$ cat src/rtl/hazard_scoreboard_pkg.sv
// Shared constants for the parametrised hazard scoreboard.
package hazard_scoreboard_pkg;

    // Default Tuse/Tnew field width and the "operand not used" Tuse encoding.
    localparam int TW_DEFAULT = 3;
    localparam logic [TW_DEFAULT-1:0] TUSE_NONE = '1;

    // Forwarding select value meaning "read the register file".
    localparam int FWD_GRF = 0;

    // Multiply/divide occupancy after the operation starts in E.
    localparam int MUL_LAT_DEFAULT = 5;
    localparam int DIV_LAT_DEFAULT = 10;

    // Post-D stage at which mtc0 commits to CP0 (1=E, 2=M, 3=W).
    localparam int CP0_STAGE_DEFAULT = 2;

endpackage

$ cat src/rtl/hazard_md_counter.sv
// Multiply/divide unit busy tracker: loads a latency when an MD op sits in E,
// then counts down to idle. Only reset aborts an operation in progress.
module hazard_md_counter
    import hazard_scoreboard_pkg::*;
#(
    parameter int MUL_LAT = MUL_LAT_DEFAULT,
    parameter int DIV_LAT = DIV_LAT_DEFAULT,
    parameter int CW      = $clog2(DIV_LAT + 1)
) (
    input  logic clk,
    input  logic reset,
    input  logic start,
    input  logic start_div,
    output logic md_busy
);

    logic [CW-1:0] cnt_r;

    // Busy counter: load on start, otherwise count down to zero.
    always_ff @(posedge clk) begin
        if (!reset) begin
            cnt_r <= '0;
        end else if (start) begin
            cnt_r <= start_div ? CW'(DIV_LAT) : CW'(MUL_LAT);
        end else if (cnt_r != '0) begin
            cnt_r <= cnt_r - CW'(1);
        end else begin
            cnt_r <= cnt_r;
        end
    end

    // The unit is already busy during the cycle the operation sits in E.
    always_comb begin
        md_busy = (cnt_r != '0) || start;
    end

endmodule

$ cat src/rtl/hazard_scoreboard.sv
// Parametrised Tuse/Tnew hazard scoreboard: tracks in-flight GRF writers for
// STAGES post-D stages and produces D stall, forwarding selects and MD busy.
module hazard_scoreboard
    import hazard_scoreboard_pkg::*;
#(
    parameter int STAGES    = 3,
    parameter int TW        = TW_DEFAULT,
    parameter int AW        = 5,
    parameter int MUL_LAT   = MUL_LAT_DEFAULT,
    parameter int DIV_LAT   = DIV_LAT_DEFAULT,
    parameter int CP0_STAGE = CP0_STAGE_DEFAULT,
    parameter int SW        = $clog2(STAGES + 1)
) (
    input  logic          clk,
    input  logic          reset,
    input  logic          d_valid,
    input  logic [AW-1:0] d_rs,
    input  logic [AW-1:0] d_rt,
    input  logic [TW-1:0] d_tuse_rs,
    input  logic [TW-1:0] d_tuse_rt,
    input  logic          d_regwrite,
    input  logic [AW-1:0] d_a3,
    input  logic [TW-1:0] d_tnew,
    input  logic          d_is_md,
    input  logic          d_md_div,
    input  logic          d_is_mdft,
    input  logic          d_is_eret,
    input  logic          d_is_mtc0,
    input  logic          flush,
    output logic          stall,
    output logic [SW-1:0] fwd_rs_sel,
    output logic [SW-1:0] fwd_rt_sel,
    output logic          md_busy
);

    // Scoreboard state, index k = post-D stage (1=E).
    logic [STAGES:1] sb_valid_r;
    logic [STAGES:1] sb_is_md_r;
    logic [STAGES:1] sb_md_div_r;
    logic [STAGES:1] sb_is_mtc0_r;
    logic [AW-1:0]   sb_a3_r   [1:STAGES];
    logic [TW-1:0]   sb_tnew_r [1:STAGES];

    logic [STAGES:1] hit_rs_s;
    logic [STAGES:1] hit_rt_s;
    logic [TW-1:0]   tnew_dec_s [1:STAGES];

    logic          ent_valid_s, ent_is_md_s, ent_md_div_s, ent_is_mtc0_s;
    logic [AW-1:0] ent_a3_s;
    logic [TW-1:0] ent_tnew_s;

    logic          rs_found_s, rt_found_s, mtc0_young_s;
    logic [SW-1:0] rs_stage_s, rt_stage_s;
    logic [TW-1:0] rs_tnew_s, rt_tnew_s;
    logic          stall_s, md_busy_s;

    // Per-stage operand address match and saturating Tnew countdown.
    for (genvar k = 1; k <= STAGES; k++) begin : g_stage
        assign hit_rs_s[k]   = sb_valid_r[k] && (sb_a3_r[k] == d_rs);
        assign hit_rt_s[k]   = sb_valid_r[k] && (sb_a3_r[k] == d_rt);
        assign tnew_dec_s[k] = (sb_tnew_r[k] == '0) ? '0 : sb_tnew_r[k] - TW'(1);
    end

    // Youngest-writer search: walking old-to-young lets the lowest stage win.
    always_comb begin
        rs_found_s   = 1'b0;
        rt_found_s   = 1'b0;
        rs_stage_s   = '0;
        rt_stage_s   = '0;
        rs_tnew_s    = '0;
        rt_tnew_s    = '0;
        mtc0_young_s = 1'b0;
        for (int k = STAGES; k >= 1; k--) begin
            rs_found_s   = hit_rs_s[k] ? 1'b1 : rs_found_s;
            rs_stage_s   = hit_rs_s[k] ? SW'(k) : rs_stage_s;
            rs_tnew_s    = hit_rs_s[k] ? sb_tnew_r[k] : rs_tnew_s;
            rt_found_s   = hit_rt_s[k] ? 1'b1 : rt_found_s;
            rt_stage_s   = hit_rt_s[k] ? SW'(k) : rt_stage_s;
            rt_tnew_s    = hit_rt_s[k] ? sb_tnew_r[k] : rt_tnew_s;
            mtc0_young_s = mtc0_young_s || ((k < CP0_STAGE) && sb_is_mtc0_r[k]);
        end
    end

    // Stall and forwarding decision; a flush squashes the stall so the
    // redirected fetch is not held back.
    always_comb begin
        stall_s    = 1'b0;
        fwd_rs_sel = SW'(FWD_GRF);
        fwd_rt_sel = SW'(FWD_GRF);
        if ((d_rs != '0) && rs_found_s && (rs_tnew_s == '0)) begin
            fwd_rs_sel = rs_stage_s;
        end else begin
            fwd_rs_sel = SW'(FWD_GRF);
        end
        if ((d_rt != '0) && rt_found_s && (rt_tnew_s == '0)) begin
            fwd_rt_sel = rt_stage_s;
        end else begin
            fwd_rt_sel = SW'(FWD_GRF);
        end
        if (flush) begin
            stall_s = 1'b0;
        end else begin
            stall_s = d_valid && (
                      ((d_rs != '0) && rs_found_s && (rs_tnew_s > d_tuse_rs))
                   || ((d_rt != '0) && rt_found_s && (rt_tnew_s > d_tuse_rt))
                   || (d_is_mdft && md_busy_s)
                   || (d_is_eret && mtc0_young_s));
        end
        stall   = stall_s;
        md_busy = md_busy_s;
    end

    // Entry into stage 1: the D instruction if it advances, else a bubble.
    always_comb begin
        ent_valid_s   = 1'b0;
        ent_a3_s      = '0;
        ent_tnew_s    = '0;
        ent_is_md_s   = 1'b0;
        ent_md_div_s  = 1'b0;
        ent_is_mtc0_s = 1'b0;
        if (d_valid && !stall_s) begin
            ent_valid_s   = d_regwrite && (d_a3 != '0);
            ent_a3_s      = d_a3;
            ent_tnew_s    = d_tnew;
            ent_is_md_s   = d_is_md;
            ent_md_div_s  = d_is_md && d_md_div;
            ent_is_mtc0_s = d_is_mtc0;
        end else begin
            ent_valid_s   = 1'b0;
        end
    end

    // Scoreboard shift register; reset and flush empty every stage.
    always_ff @(posedge clk) begin
        if (!reset || flush) begin
            sb_valid_r   <= '0;
            sb_is_md_r   <= '0;
            sb_md_div_r  <= '0;
            sb_is_mtc0_r <= '0;
            for (int k = 1; k <= STAGES; k++) begin
                sb_a3_r[k]   <= '0;
                sb_tnew_r[k] <= '0;
            end
        end else begin
            for (int k = STAGES; k >= 2; k--) begin
                sb_valid_r[k]   <= sb_valid_r[k-1];
                sb_is_md_r[k]   <= sb_is_md_r[k-1];
                sb_md_div_r[k]  <= sb_md_div_r[k-1];
                sb_is_mtc0_r[k] <= sb_is_mtc0_r[k-1];
                sb_a3_r[k]      <= sb_a3_r[k-1];
                sb_tnew_r[k]    <= tnew_dec_s[k-1];
            end
            sb_valid_r[1]   <= ent_valid_s;
            sb_is_md_r[1]   <= ent_is_md_s;
            sb_md_div_r[1]  <= ent_md_div_s;
            sb_is_mtc0_r[1] <= ent_is_mtc0_s;
            sb_a3_r[1]      <= ent_a3_s;
            sb_tnew_r[1]    <= ent_tnew_s;
        end
    end

    hazard_md_counter #(
        .MUL_LAT (MUL_LAT),
        .DIV_LAT (DIV_LAT)
    ) u_md_counter (
        .clk       (clk),
        .reset     (reset),
        .start     (sb_is_md_r[1]),
        .start_div (sb_md_div_r[1]),
        .md_busy   (md_busy_s)
    );

endmodule

$ cat config.mk
export PLATFORM = sky130hd
export DESIGN_NAME = hazard_scoreboard
export DESIGN_NICKNAME = d
export VERILOG_FILES = /design/src/rtl/hazard_scoreboard_pkg.sv /design/src/rtl/hazard_md_counter.sv /design/src/rtl/hazard_scoreboard.sv
export SDC_FILE = /design/constraint.sdc
export NUM_CORES = 1
export LEC_CHECK = 0
export ABC_AREA = 1
export CORE_ASPECT_RATIO = 0.6
export CORE_UTILIZATION = 48
export DETAILED_ROUTE_END_ITERATION = 12
export PLACE_DENSITY_LB_ADDON = 0.08
export REMOVE_ABC_BUFFERS = 1
export SETUP_SLACK_MARGIN = 0.15
export SYNTH_ARGS = -nofsm -noshare
export SYNTH_HDL_FRONTEND = slang
export SYNTH_SLANG_ARGS = --single-unit
$ cat constraint.sdc
create_clock -name clk -period 2.2 [get_ports clk]
set_input_delay 0.22 -clock clk [delete_from_list [all_inputs] [get_ports clk]]
set_output_delay 0.22 -clock clk [all_outputs]
set_load 0.02 [all_outputs]
---- Word level (Yosys, flattened, before mapping) ----
Memory sizes are Yosys's and may differ from the RTL's.
Cells that the tools add are included.
storage, ports and cells
  memories ................................ 2
  output and inout port bits .............. 6
  flip-flop bits (word level) ............. 10
  input bits .............................. 34
  memory bits (writable) .................. 24
  logic and storage cells ................. 98
memory list
  name       depth  bits a word  rd ports  clocked after Yosys merged registers in  write ports  RTL line                 text
  sb_a3_r    3      5            3         0                                        3            hazard_scoreboard.sv:41  logic [AW-1:0] sb_a3_r [1:STAGES];
  sb_tnew_r  3      3            3         0                                        3            hazard_scoreboard.sv:42  logic [TW-1:0] sb_tnew_r [1:STAGES];
cells by class
  muxes and demuxes ....................... 37
  eq/ne operators ......................... 6
  magnitude comparators ................... 2
  reductions and logical operators ........ 35
  bitwise gates (word level) .............. 7
  $add $sub $neg .......................... 3
operator list
  operator               number
  $mux W3                12
  $eq A5 B5 Y1           6
  $mux W5                4
  $logic_and A1 B1 Y1    18
  $mux W2                8
  $reduce_bool A5 Y1     3
  $logic_not A3 Y1       4
  $mux W4                3
  $mux W1                10
  $gt A3 B3 Y1           2
  $or A1 B1 Y1           6
  $sub A3 B1 Y3 const B  2
  $logic_or A1 B1 Y1     5
  $reduce_bool A4 Y1     1
  $sub A4 B1 Y4 const B  1
  $logic_not A1 Y1       2
  $reduce_bool A2 Y1     1
  $reduce_or A2 Y1       1
  $not A1 Y1             1

---- Logic depth before layout (Yosys ltp) ----
  word-level depth ........................ 16
  depth in mapped cells ................... 20

---- By module ----
From an unflattened synthesis, not the netlist that was laid out.
unflattened totals
  cells, all modules ...................... 378
  area, all modules ....................... 2,343.5 um2
modules (own cells, without submodules)
  module             sequential area each (um2)  cells an instance  instances  area an instance (um2)
  hazard_scoreboard  600.6                       339                1          2,073.2
  hazard_md_counter  80.1                        39                 1          270.3

---- Worst setup path before layout ----
Ideal clock, no wire load.
  kind .................................... flip-flop to output port
  start ................................... register sb_a3_r[0][14] (netlist name)
  end ..................................... output port stall
  required time ........................... 1,980 ps
  buffers on the path ..................... 0
  cell stages (with the launch flop) ...... 20
  arrival time ............................ 2,032 ps
  path slack .............................. -52 ps
  cell sequence ........................... dfxtp_1 > inv_1 > nand2_1 > nand2_1 > nor2_2 > nand3b_4 > clkinv_1 > nor2_1 > nand2_1 > nand2_1 > nand2_1 > inv_1 > ha_1 > nand2_1 > nor2_1 > inv_1 > a32o_1 > nor2_4 > o21ai_0 > inv_1
RTL lines
  item       RTL line                 text
  to (decl)  hazard_scoreboard.sv:30  output logic stall,

==> results.json <==
{
  "outcome": "complete, but fails checks",
  "violations": "setup timing",
  "setup_tns_ns": -8.60,
  "arrival_ns": 2.74,
  "routed_via_density": 5.21,
  "numCtsBuffers": 5,
  "slowest_stage": "dfxtp_2",
  "p_per_area_nw_per_um2": 528,
  "fin_crit_sh": 1.34,
  "cp_top_family": "simple AND/OR/NAND/NOR gates",
  "numPortBuffers": 39,
  "core-area_um2": 4300,
  "placed_area_um2": 3010,
  "hold_slack_ns": 0.461,
  "finalSetupViolations": 17,
  "synth_top_cell_by_area": "dfxtp_1",
  "initial_utilization": 0.525,
  "hold_path.class": "primary input to register",
  "max_slew.worst_pin.slew_ns": 0.469,
  "p_clk_frac": 0.326,
  "clock_latency_ns": 0.31,
  "async_flop_share": 0,
  "clock_path_buffers": 2,
  "yosysSeqAreaShare": 0.302,
  "crit_path_max_fanout": 6,
  "num_io_pins": 40,
  "wirelength_mm": 8.07,
  "timing.slew.headroom": 0.687,
  "rsz0062_at_grt": "yes",
  "yosysWarnings": 0,
  "grt_util_all_layers": 0.313,
  "fin_crit_ns": 2.96,
  "p_sw_w": 0.000621,
  "crit_chain": "inv_2, nand2_1, nand2_1, nor2_2, nand3b_4, inv_4, nor2_2, nand2_1, nand2_1, nand2_2, inv_2, ha_4, nand2_4, nor2_4, inv_2, a32o_2, nor2_4, o21ai_2, inv_1, buf_6",
  "cpPeakStageDelay_ns": 0.35,
  "ctsHoldBuffers": 0,
  "grt-ovfl-total": 0,
  "grt_pass1_vias": 2370,
  "ir_drop_mv": 0.640,
  "drv_slew": 0,
  "place.gp.congestion": 0.935,
  "cts.clk_slew.worst_paths_ns": 0.08,
  "cts_root_buffer": "clkbuf_8",
  "grt_pass1_wl_mm": 11.5,
  "firstDrtPassIters": 5,
  "rows": 18,
  "maxCapViolations": 0,
  "synth_most_common_cell": "nand2_1",
  "grt_start_max_net_pins": 13,
  "drt-wirelength-per-cell_um": 15.6,
  "nets": 504,
  "pwr-share-comb": 0.300,
  "sw_frac_of_total": 0.332,
  "regToRegStartpoint": "sb_a3_r[0][14]$_SDFF_PP0_",
  "cpMostUsedCell": "nand2_1",
  "cp-start-kind": "register",
  "cts.sinks": 34,
  "syn_area_per_cell_um2": 6.36,
  "layout-drive-gt1-share": 0.392,
  "final.setup_skew_ns": 0.0110,
  "syn2layout_area_growth_pct": 56.5,
  "crit_required_ns": 1.98,
  "drtIter0Drc": 233,
  "max_freq_mhz": 338,
  "ys_types": 29,
  "synthTopCellsByCount": "109 x nand2_1, 56 x inv_1, 53 x nor2_1",
  "final_area_um2": 3530,
  "p_int_w": 0.00125,
  "p_seq_frac": 0.373,
  "synth_top_area_share": 0.302,
  "dp_hpwl_mm": 4.91,
  "vias": 2705,
  "hold_viol_final": 0,
  "min_from": "d_is_mtc0",
  "die_w_um": 90.5,
  "grt_antenna_before_repair": 0,
  "n_antenna_cell": 0,
  "synth_edf_count": 0,
  "leakagePower_nw": 1.72,
  "path_class": "register to output port",
  "crit_path_start": "sb_a3_r[0][14]$_SDFF_PP0_",
  "cts_tree": "yes",
  "synth.ff_latch_count": 34,
  "ant_nets": 0,
  "setup_ws_ns": -0.757,
  "netlist_instances": 355,
  "cp-end-kind": "output port",
  "syn-cell-area_um2": 2260,
  "die_y_um": 55.1,
  "h-tree-depth": 2,
  "netlist_top_cells_area": "dfxtp_1 30%, nand2_1 18%, inv_1 9.3%",
  "die_area_um2": 4990,
  "route.detailed.drc": 0,
  "ys.flop_type": "dfxtp_1",
  "critPathBufInv": 6
}
==> final timing paths <==
check	endpoint	slack, ns	cells past startpoint
worst min-delay path	sb_is_mtc0_r[1]$_SDFF_PP0_	0.46	3
worst max-delay path	stall	-0.76	20
worst max register to register	sb_valid_r[1]$_SDFF_PP0_	-0.62	23
worst min register to register	sb_a3_r[0][18]$_SDFF_PP0_	0.48	2
==> flip-flops by register name, indices dropped and copies added, names as in the netlist <==
| name | flops |
|---|---|
| sb_valid_r | 3 |
| sb_tnew_r | 9 |
| u_md_counter.cnt_r | 4 |
| sb_is_mtc0_r | 1 |
| sb_a3_r | 15 |
| sb_md_div_r | 1 |
| sb_is_md_r | 1 |
==> layer usage <==
layer | track usage | share of wire | routed length (um) | vias up
li1 | - | - | - | 1285
met1 | 0.422 | 0.43 | 3440 | 1207
met2 | 0.472 | 0.41 | 3320 | 185
met3 | 0.0956 | 0.13 | 1010 | 28
met4 | 0.129 | 0.037 | 299 | 0
met5 | 0 | 0 | 0 | -
==> area by class of cell <==
type,count,area [um2]
Clock buffer,5,68.8
Inverter,70,273
Timing Repair Buffer,96,830
Tap cell,60,75.1
Sequential cell,34,701
Fill cell,285,768
Clock inverter,3,45.0
Multi-Input combinational cell,251,1540
==> cells in the final DEF, fill, tap and decap left out, types with 9 or more instances in the layout <==
| cell | instances |
|---|---|
| nand2_2 | 10 |
| inv_2 | 20 |
| dlygate4sd2_1 | 11 |
| nor2_2 | 24 |
| clkdlybuf4s50_1 | 23 |
| buf_4 | 52 |
| dfxtp_1 | 22 |
| nand2_1 | 99 |
| buf_6 | 10 |
| dfxtp_2 | 10 |
| inv_1 | 46 |
| nor2_1 | 39 |
| ha_1 | 9 |
==> through the flow <==
stage	util	power (W)	setup WS, ns	std cells
after floorplan	-	0.00101	-0.0524	354
after global placement	0.700	0.00123	-1.19	492
after detailed placement	0.700	0.00124	-1.24	492
after CTS	0.782	0.00184	-0.515	511
after global routing	0.821	0.00195	-0.864	519
final	0.821	0.00187	-0.757	519
==> worst reg2reg max path: stages, from the launching register on <==
cell	delay, ns
dfxtp_2	0.35
inv_2	0.05
nand2_1	0.06
nand2_1	0.08
nor2_2	0.18
nand3b_4	0.16
inv_4	0.09
nor2_2	0.05
nand2_1	0.07
nand2_1	0.08
nand2_2	0.08
inv_2	0.05
ha_4	0.28
nand2_4	0.05
nor2_4	0.10
inv_2	0.04
a32o_2	0.25
nor2_4	0.15
buf_4	0.13
buf_4	0.09
buf_4	0.10
nor2_4	0.06
nand2_4	0.12
nor2_2	0.04
==> timing repair <==
action                     CTS  global route
cloned                       1             0
buffers inserted            10             8
setup endpoints to repair   18            17
gates resized for setup     87            42
pin swaps                   20            23
==> power groups by stage <==
stage                     sequential [W]  clock (W)  combinational, W
after global routing            0.000701   0.000633          0.000613
after global placement          0.000707          0          0.000526
after detailed placement        0.000708          0          0.000532
final                           0.000697   0.000609          0.000561
after floorplan                 0.000697          0          0.000315
after CTS                       0.000695   0.000606          0.000542
==> logic make-up (layout without fill, tap and decap cells) <==
kind of cell	after synthesis	after routing	share of synthesized area
AND/OR/NAND/NOR	213	214	0.439
buffers and inverters	71	174	0.118
flip-flops	34	34	0.302
AO/OA/AOI/OAI	22	22	0.0632
XOR/XNOR	3	3	0.0116
adder cells (fa/ha/maj)	12	12	0.0665
Power figures use the tool's default switching activity.
